<file path="src/rtl/apb4_wdg_cmd_master.sv">
// APB4 initiator for key-unlocked peripherals: command port with optional unlock
// prefix write, plus an autonomous periodic keyed feeder for the watchdog.
module apb4_wdg_cmd_master #(
  parameter int unsigned                  ADDR_WIDTH   = 32,
  parameter int unsigned                  DATA_WIDTH   = 32,
  parameter logic [ADDR_WIDTH-1:0]        BASE_ADDR    = '0,
  parameter logic [ADDR_WIDTH-1:0]        KEY_OFFS     = 'h14,
  parameter logic [ADDR_WIDTH-1:0]        FEED_OFFS    = 'h18,
  parameter logic [DATA_WIDTH-1:0]        KEY_VAL      = 32'h5F37_59DF,
  parameter int unsigned                  PERIOD_WIDTH = 24
) (
  input  logic                    clk_i,
  input  logic                    rst_i,
  input  logic                    cmd_valid_i,
  output logic                    cmd_ready_o,
  input  logic                    cmd_write_i,
  input  logic                    cmd_keyed_i,
  input  logic [ADDR_WIDTH-1:0]   cmd_addr_i,
  input  logic [DATA_WIDTH-1:0]   cmd_wdata_i,
  output logic                    rsp_valid_o,
  output logic [DATA_WIDTH-1:0]   rsp_rdata_o,
  output logic                    rsp_err_o,
  input  logic                    feed_en_i,
  input  logic [PERIOD_WIDTH-1:0] feed_period_i,
  output logic                    feed_err_o,
  output logic                    feed_ovr_o,
  output logic [ADDR_WIDTH-1:0]   paddr_o,
  output logic                    psel_o,
  output logic                    penable_o,
  output logic                    pwrite_o,
  output logic [DATA_WIDTH-1:0]   pwdata_o,
  output logic [3:0]              pstrb_o,
  output logic [2:0]              pprot_o,
  input  logic [DATA_WIDTH-1:0]   prdata_i,
  input  logic                    pready_i,
  input  logic                    pslverr_i
);

  typedef enum logic [2:0] {
    S_IDLE, S_KSETUP, S_KACCESS, S_DSETUP, S_DACCESS, S_RESP
  } state_e;

  state_e                  state_q, state_d;
  logic                    write_q, write_d;
  logic                    feed_q, feed_d;
  logic [ADDR_WIDTH-1:0]   addr_q, addr_d;
  logic [DATA_WIDTH-1:0]   wdata_q, wdata_d;
  logic [DATA_WIDTH-1:0]   rdata_q, rdata_d;
  logic                    err_q, err_d;
  logic [PERIOD_WIDTH-1:0] cnt_q, cnt_d;
  logic                    pending_q, pending_d;
  logic                    ovr_q, ovr_d;
  logic                    run, expire, launch_feed;

  always_ff @(posedge clk_i) begin
    if (rst_i) begin
      state_q   <= S_IDLE;
      write_q   <= 1'b0;
      feed_q    <= 1'b0;
      addr_q    <= '0;
      wdata_q   <= '0;
      rdata_q   <= '0;
      err_q     <= 1'b0;
      cnt_q     <= '0;
      pending_q <= 1'b0;
      ovr_q     <= 1'b0;
    end else begin
      state_q   <= state_d;
      write_q   <= write_d;
      feed_q    <= feed_d;
      addr_q    <= addr_d;
      wdata_q   <= wdata_d;
      rdata_q   <= rdata_d;
      err_q     <= err_d;
      cnt_q     <= cnt_d;
      pending_q <= pending_d;
      ovr_q     <= ovr_d;
    end
  end

  always_comb begin
    state_d     = state_q;
    write_d     = write_q;
    feed_d      = feed_q;
    addr_d      = addr_q;
    wdata_d     = wdata_q;
    rdata_d     = rdata_q;
    err_d       = err_q;
    launch_feed = 1'b0;
    unique case (state_q)
      S_IDLE: begin
        if (pending_q) begin
          launch_feed = 1'b1;
          state_d     = S_KSETUP;
          feed_d      = 1'b1;
          write_d     = 1'b1;
          addr_d      = FEED_OFFS;
          wdata_d     = DATA_WIDTH'(1);
          rdata_d     = '0;
          err_d       = 1'b0;
        end else if (cmd_valid_i) begin
          state_d = cmd_keyed_i ? S_KSETUP : S_DSETUP;
          feed_d  = 1'b0;
          write_d = cmd_write_i;
          addr_d  = cmd_addr_i;
          wdata_d = cmd_wdata_i;
          rdata_d = '0;
          err_d   = 1'b0;
        end
      end
      S_KSETUP:  state_d = S_KACCESS;
      S_KACCESS: begin
        if (pready_i) begin
          if (pslverr_i) begin
            err_d   = 1'b1;
            state_d = S_RESP;
          end else begin
            state_d = S_DSETUP;
          end
        end
      end
      S_DSETUP:  state_d = S_DACCESS;
      S_DACCESS: begin
        if (pready_i) begin
          err_d   = pslverr_i;
          if (!write_q) rdata_d = prdata_i;
          state_d = S_RESP;
        end
      end
      S_RESP:    state_d = S_IDLE;
      default:   state_d = S_IDLE;
    endcase
  end

  // Expiry while a feed is still queued flags overrun instead of queuing twice.
  always_comb begin
    run       = feed_en_i && (feed_period_i != '0);
    expire    = run && (cnt_q == feed_period_i - PERIOD_WIDTH'(1));
    cnt_d     = (!run || expire) ? '0 : cnt_q + PERIOD_WIDTH'(1);
    ovr_d     = expire && pending_q;
    pending_d = expire ? 1'b1 : (launch_feed ? 1'b0 : pending_q);
  end

  always_comb begin
    cmd_ready_o = (state_q == S_IDLE) && !pending_q;
    rsp_valid_o = 1'b0;
    rsp_rdata_o = '0;
    rsp_err_o   = 1'b0;
    feed_err_o  = 1'b0;
    feed_ovr_o  = ovr_q;
    paddr_o     = '0;
    psel_o      = 1'b0;
    penable_o   = 1'b0;
    pwrite_o    = 1'b0;
    pwdata_o    = '0;
    pstrb_o     = 4'h0;
    pprot_o     = 3'b000;
    unique case (state_q)
      S_KSETUP, S_KACCESS: begin
        psel_o    = 1'b1;
        penable_o = (state_q == S_KACCESS);
        paddr_o   = BASE_ADDR + KEY_OFFS;
        pwrite_o  = 1'b1;
        pwdata_o  = KEY_VAL;
        pstrb_o   = 4'hF;
      end
      S_DSETUP, S_DACCESS: begin
        psel_o    = 1'b1;
        penable_o = (state_q == S_DACCESS);
        paddr_o   = BASE_ADDR + addr_q;
        pwrite_o  = write_q;
        pwdata_o  = write_q ? wdata_q : '0;
        pstrb_o   = write_q ? 4'hF : 4'h0;
      end
      S_RESP: begin
        rsp_valid_o = !feed_q;
        rsp_rdata_o = feed_q ? '0 : rdata_q;
        rsp_err_o   = !feed_q && err_q;
        feed_err_o  = feed_q && err_q;
      end
      default: ;
    endcase
  end

endmodule

</file>
<file path="config.mk">
export PLATFORM = sky130hd
export DESIGN_NAME = apb4_wdg_cmd_master
export DESIGN_NICKNAME = d
export VERILOG_FILES = /design/src/rtl/apb4_wdg_cmd_master.sv
export SDC_FILE = /design/constraint.sdc
export NUM_CORES = 1
export LEC_CHECK = 0
export BUFFER_PORTS_ARGS = -buffer_cell sky130_fd_sc_hd__buf_2
export CAP_MARGIN = 20
export CORE_ASPECT_RATIO = 0.9
export CORE_MARGIN = 1
export CORE_UTILIZATION = 38
export CTS_CLUSTER_SIZE = 8
export DETAILED_ROUTE_END_ITERATION = 10
export PLACE_DENSITY = 0.69
export SLEW_MARGIN = 20
export SYNTH_ARGS = -nofsm -noshare
export SYNTH_HDL_FRONTEND = slang
export SYNTH_SLANG_ARGS = --single-unit
</file>
<file path="constraint.sdc">
create_clock -name clk_i -period 3.1 [get_ports clk_i]
set_input_delay 0.155 -clock clk_i [delete_from_list [all_inputs] [get_ports clk_i]]
set_output_delay 0.155 -clock clk_i [all_outputs]
set_load 0.01 [all_outputs]
</file>
After elaboration in Yosys (flattened, before gate mapping)
Cells that the tools add are included.
- add/sub/neg operators: 2
- multiply operators: 0
- divide/modulo/power cells: 0
- order comparisons: 0
- equality and inequality tests: 11
- shift-type cells: 0
- muxes and demuxes: 42
- bitwise logic cells: 0
- reduce and logical (&&, ||, !) cells: 24
- operators with widths (operator ; number):
    $mux 32 ; 11
    $pmux 32 s2 ; 3
    $add 24x1->24 const B ; 1
    $eq 24x24->1 ; 1
    $reduce_bool 24->1 ; 1
    $sub 24x1->24 const B ; 1
    $mux 1 ; 16
    $mux 3 ; 5
    $pmux 3 s5 ; 1
    $ne 2x2->1 const B ; 4
    $pmux 4 s2 ; 1
    $eq 3x2->1 const B ; 2
    $eq 3x3->1 const B ; 2
    $logic_and 1x1->1 ; 6
    $reduce_bool 2->1 ; 3
    $reduce_or 2->1 ; 3
    $reduce_and 5->1 ; 1
    $mux 4 ; 1
    $pmux 1 s2 ; 2
    $reduce_and 4->1 ; 1
    $reduce_or 4->1 ; 1
    $eq 3x1->1 const B ; 1
    $logic_not 1->1 ; 3
    $logic_not 3->1 ; 1
    7 further kinds ; 7
- flip-flop bits (word level): 128
- latch bits: 0
- memory bits (writable): 0
- memory bits (read-only): 0
- bits of input ports: 128
- output and inout bits: 111
- word-level logic and storage cells: 89
- memories kept: 0

Longest topological paths before layout
- depth in word-level cells: 5
- depth in mapped cells: 11
- depth with buffers taken out: 9

Least setup slack after synthesis
OpenSTA, ideal clock, no wires.
- path kind: input-to-reg
- start point: in feed_period_i[0]
- end point: reg cnt_q[14]
- setup time: 0.141 ns
- arrival: 2.896 ns
- required time: 2.959 ns
- slack: 0.064 ns
- cell stages on the path: 11
- path buffers: 2
- path through: inv_1 ha_1 or4b_1 clkbuf_1 or4_4 or4_4 nand3_2 o32ai_2 a2111oi_4 buf_6 nor3_2
- cells in the longest elaborated chain, start to end: 5
- elaborated cells on any way between the ends: 8
- those cells by class: add/sub (1); eq/ne (1); reduce/logical (6)
- RTL lines (element ; line ; RTL):
    start: declaration ; 24 ; input logic [PERIOD_WIDTH-1:0] feed_period_i,
    $sub 24x1->24 or $reduce_bool 24->1 (tied branches) ; 138, 137 ;
    $eq 24x24->1 or $logic_and 1x1->1 (tied branches) ; 138, 137 ;
    $logic_and 1x1->1 or $logic_not 1->1 (tied branches) ; 138, 139 ;
    $logic_or 1x1->1 * ; 139 ; cnt_d = (!run || expire) ? '0 : cnt_q + PERIOD_WIDTH'(1);
    $reduce_or 2->1 (no source line) * ; - ;
    end signal: assignment ; 75 ; cnt_q <= cnt_d;
    end: declaration ; 50 ; logic [PERIOD_WIDTH-1:0] cnt_q, cnt_d;
Every way passes the cells marked *; elsewhere a longest branch is shown, timed or not.
A chain may end at the register's enable or synchronous reset.

Worst setup path after layout
- start point: in feed_period_i[1]
- end point: reg cnt_q[17]
Same word-level chain as after synthesis.

==> impl_metrics.ini <==
[timing]
hold_viol_final = 0
worstMarginPinSlew_ps = 738.9
fin_skew_ps = 10.74
setup_viol = 0
maxSlewViolCount = 0
slew_headroom_pct = 50.74
fmax_mhz = 362.5
timing.hold.ws_ps = 19.46
rsz0062_at_grt = no
fin_crit_sh_pct = 88.98
finalCriticalPeriod_ps = 2758

[synthesis]
synth.top_cell.area_share_pct = 38.76
yosys-top-cells-area = dfxtp_1 (39%), a22oi_1 (7.2%), and2_1 (6.2%)
ys_types = 58
synth_flop_cell = dfxtp_1
synth_edf_count = 0
synth_area_per_cell_um2 = 8.112
ys_seq_area_share_pct = 38.76
synthArstFlopShare_pct = 0
yosysTopAreaCell = dfxtp_1
syn_inst = 815
synth-seq-cells = 128
ys_warn_count = 0
synth.cell_area_um2 = 6611

[routing]
routed_wl_um = 19970
first_iter_violations = 402
vias = 6952
first_pass_iters = 5
vias_per_cell = 5.146
wl_per_cell_um = 14.78
detail-route-antenna-nets = 0
route.detailed.drc = 0

[pwr]
powerDensity_nw_per_um2 = 509.9
p_leak_nw = 4.132
vdd_ir_drop_max_uv = 360.7

[clock_network]
cts.sinks = 128
cts-htree-levels = 4
cts_tree = yes
cts_setup_buffers = 0
hold_buffers = 81
root_buffer = clkbuf_16
worstSkewPairLatency_ps = 410
clk_transition_reported_paths_ps = 60
clockBufferDepth = 2
cts_resized = 0
cts_buffers = 17

[outcome]
outcome = finished, final reports clean

[floorplan]
start_util_pct = 39.01
die_h_um = 127.1
core_um2 = 16950
fp-row-count = 45
num_io_pins = 239
die_area_um2 = 17930
die_width_um = 141.0

[placement]
hpwl_um = 13390
placed_cell_area_um2 = 7980
gp_congestion = 0.9214
io_buffers = 235

[finish]
nets = 1233
regArea_um2 = 2562
drive_gt1_share_pct = 29.78
multi_input_area_um2 = 3741
synthToLayoutAreaGrowth_pct = 41.90
final_util_pct = 55.36
fill_cells = 1531
stdcell_area_um2 = 9382

[global_route]
grt_pass1_wl_um = 31310
antenna_found_initial = 1
grt_util_all_layers_pct = 21.74
grtUsageMet2_pct = 36.79
met1_usage_pct = 26.73
grt_max_degree = 71
gr-total-overflow = 0
grt_pass1_vias = 6335
top_usage_layer = met2
grt_util_met3_pct = 4.835

[critical_path]
reg2reg_slack_ps = 440
cp_top_family = simple AND/OR/NAND/NOR gates
cp_num_buf_inv = 3
cp_data_required_time_ps = 3390
startpoint_type = primary input
worstSetupPathType = in2reg
cp_slowest_cell = or4_1
cp.arrival_ps = 3050
max_stage_delay_ps = 610
critPathMaxFanout = 8
crit_path_end_kind = flip-flop
path_cells = buf_2 -> inv_1 -> ha_1 -> or4b_1 -> nor4b_1 -> o21ai_0 -> nor3b_1 -> or4_1 -> a2111oi_4 -> buf_4 -> nor3_2

[worst_hold_path]
holdCritPathClass = in2reg

[flow_run]
max_cap_viol_count = 0
-- stage by stage --
stage / TNS (ps) / power [W] / worst slack [ps] / std cells
2_1_floorplan: 0 / 0.002419 / 63.58 / 817
3_3_place_gp: 0 / 0.002768 / 16.75 / 1237
3_5_place_dp: -687.1 / 0.002770 / -47.20 / 1237
4_1_cts: 0 / 0.004829 / 380.7 / 1350
5_1_grt: 0 / 0.005014 / 215.5 / 1350
6_report: 0 / 0.004784 / 341.6 / 1351
-- cell usage after synthesis (6+ instances only) --
cell type and instances:
a22oi_1 63, xnor2_1 24, nand3_1 43, nor3_1 21, nor4_1 8, clkbuf_1 59
or2_2 6, a21oi_1 42, buf_4 7, inv_1 11, and3_1 16, xor2_1 21
a21o_1 25, o21ai_0 11, nand4_1 10, nand2_1 53, dfxtp_1 128, nand2b_1 6
nor2_1 107, and2_1 65, nor3_2 19
-- worst register-to-register path, delay by kind of cell, from the launching register on --
| family | cells | cell delay (ps) |
|---|---|---|
| xor+xnor | 1 | 140 |
| buf+inv | 1 | 270 |
| flops | 1 | 430 |
| compound gates | 3 | 680 |
| simple gates | 3 | 1040 |
-- kinds of logic after synthesis --
kind of cell	Yosys count	synth area share (%)
muxes	1	0.1514
xor gates and xnor gates	45	5.961
adders and majority gates	3	0.5678
and+or+nand+nor	386	31.17
buffers and inverters	81	5.450
AOI/OAI and AO/OA	170	17.88
other	1	0.05672
DFF	128	38.76
-- metal layers --
layer  routed length (um)  vias to the layer above
li1                     -                     3411
met1                 8771                     3251
met2                 9474                      244
met3                 1120                       44
met4                  585                        2
met5                   17                        -
-- flip-flops by register name (all words and copies together) (netlist names) --
name        cells
addr_q         32
state_q         3
rdata_q        32
wdata_q        32
pending_q       1
err_q           1
feed_ovr_o      1
write_q         1
cnt_q          24
feed_q          1
-- where the power goes --
group          switching (W)  leakage [nW]  internal [W]
combinational       0.000575          2.81      0.000447
clock               0.000804         0.284       0.00116
sequential         0.0000643          1.04       0.00174
-- area by class of cell --
type | count | area share [%]
flip-flops and latches | 128 | 27.31
clock inverters | 14 | 1.587
multi-input cells | 608 | 39.88
repair buffers | 336 | 22.94
inverters | 11 | 0.4401
well taps | 235 | 3.134
diodes | 1 | 0.02667
clock buffers | 18 | 4.681
-- final timing paths --
path / cells past startpoint / startpoint / to
max reg2reg: 8 / cnt_q[5] / cnt_q[17]
min reg2reg: 2 / rdata_q[18] / rdata_q[18]
min: 3 / cmd_addr_i[14] / addr_q[14]
max: 11 / feed_period_i[1] / cnt_q[17]
-- placed cells by master, fill, tap and decap left out, types with 16 or more instances in the layout --
master         count
a21o_1            25
a21oi_1           42
dlygate4sd3_1     81
and3_1            16
dfxtp_1          128
clkbuf_16         17
nor3_2            19
xnor2_1           24
xor2_1            21
nand3_1           43
a22oi_1           63
nand2_1           53
nor3_1            21
buf_2            234
and2_1            65
nor2_1           104
buf_4             20
(Power assumes the default switching activity.)
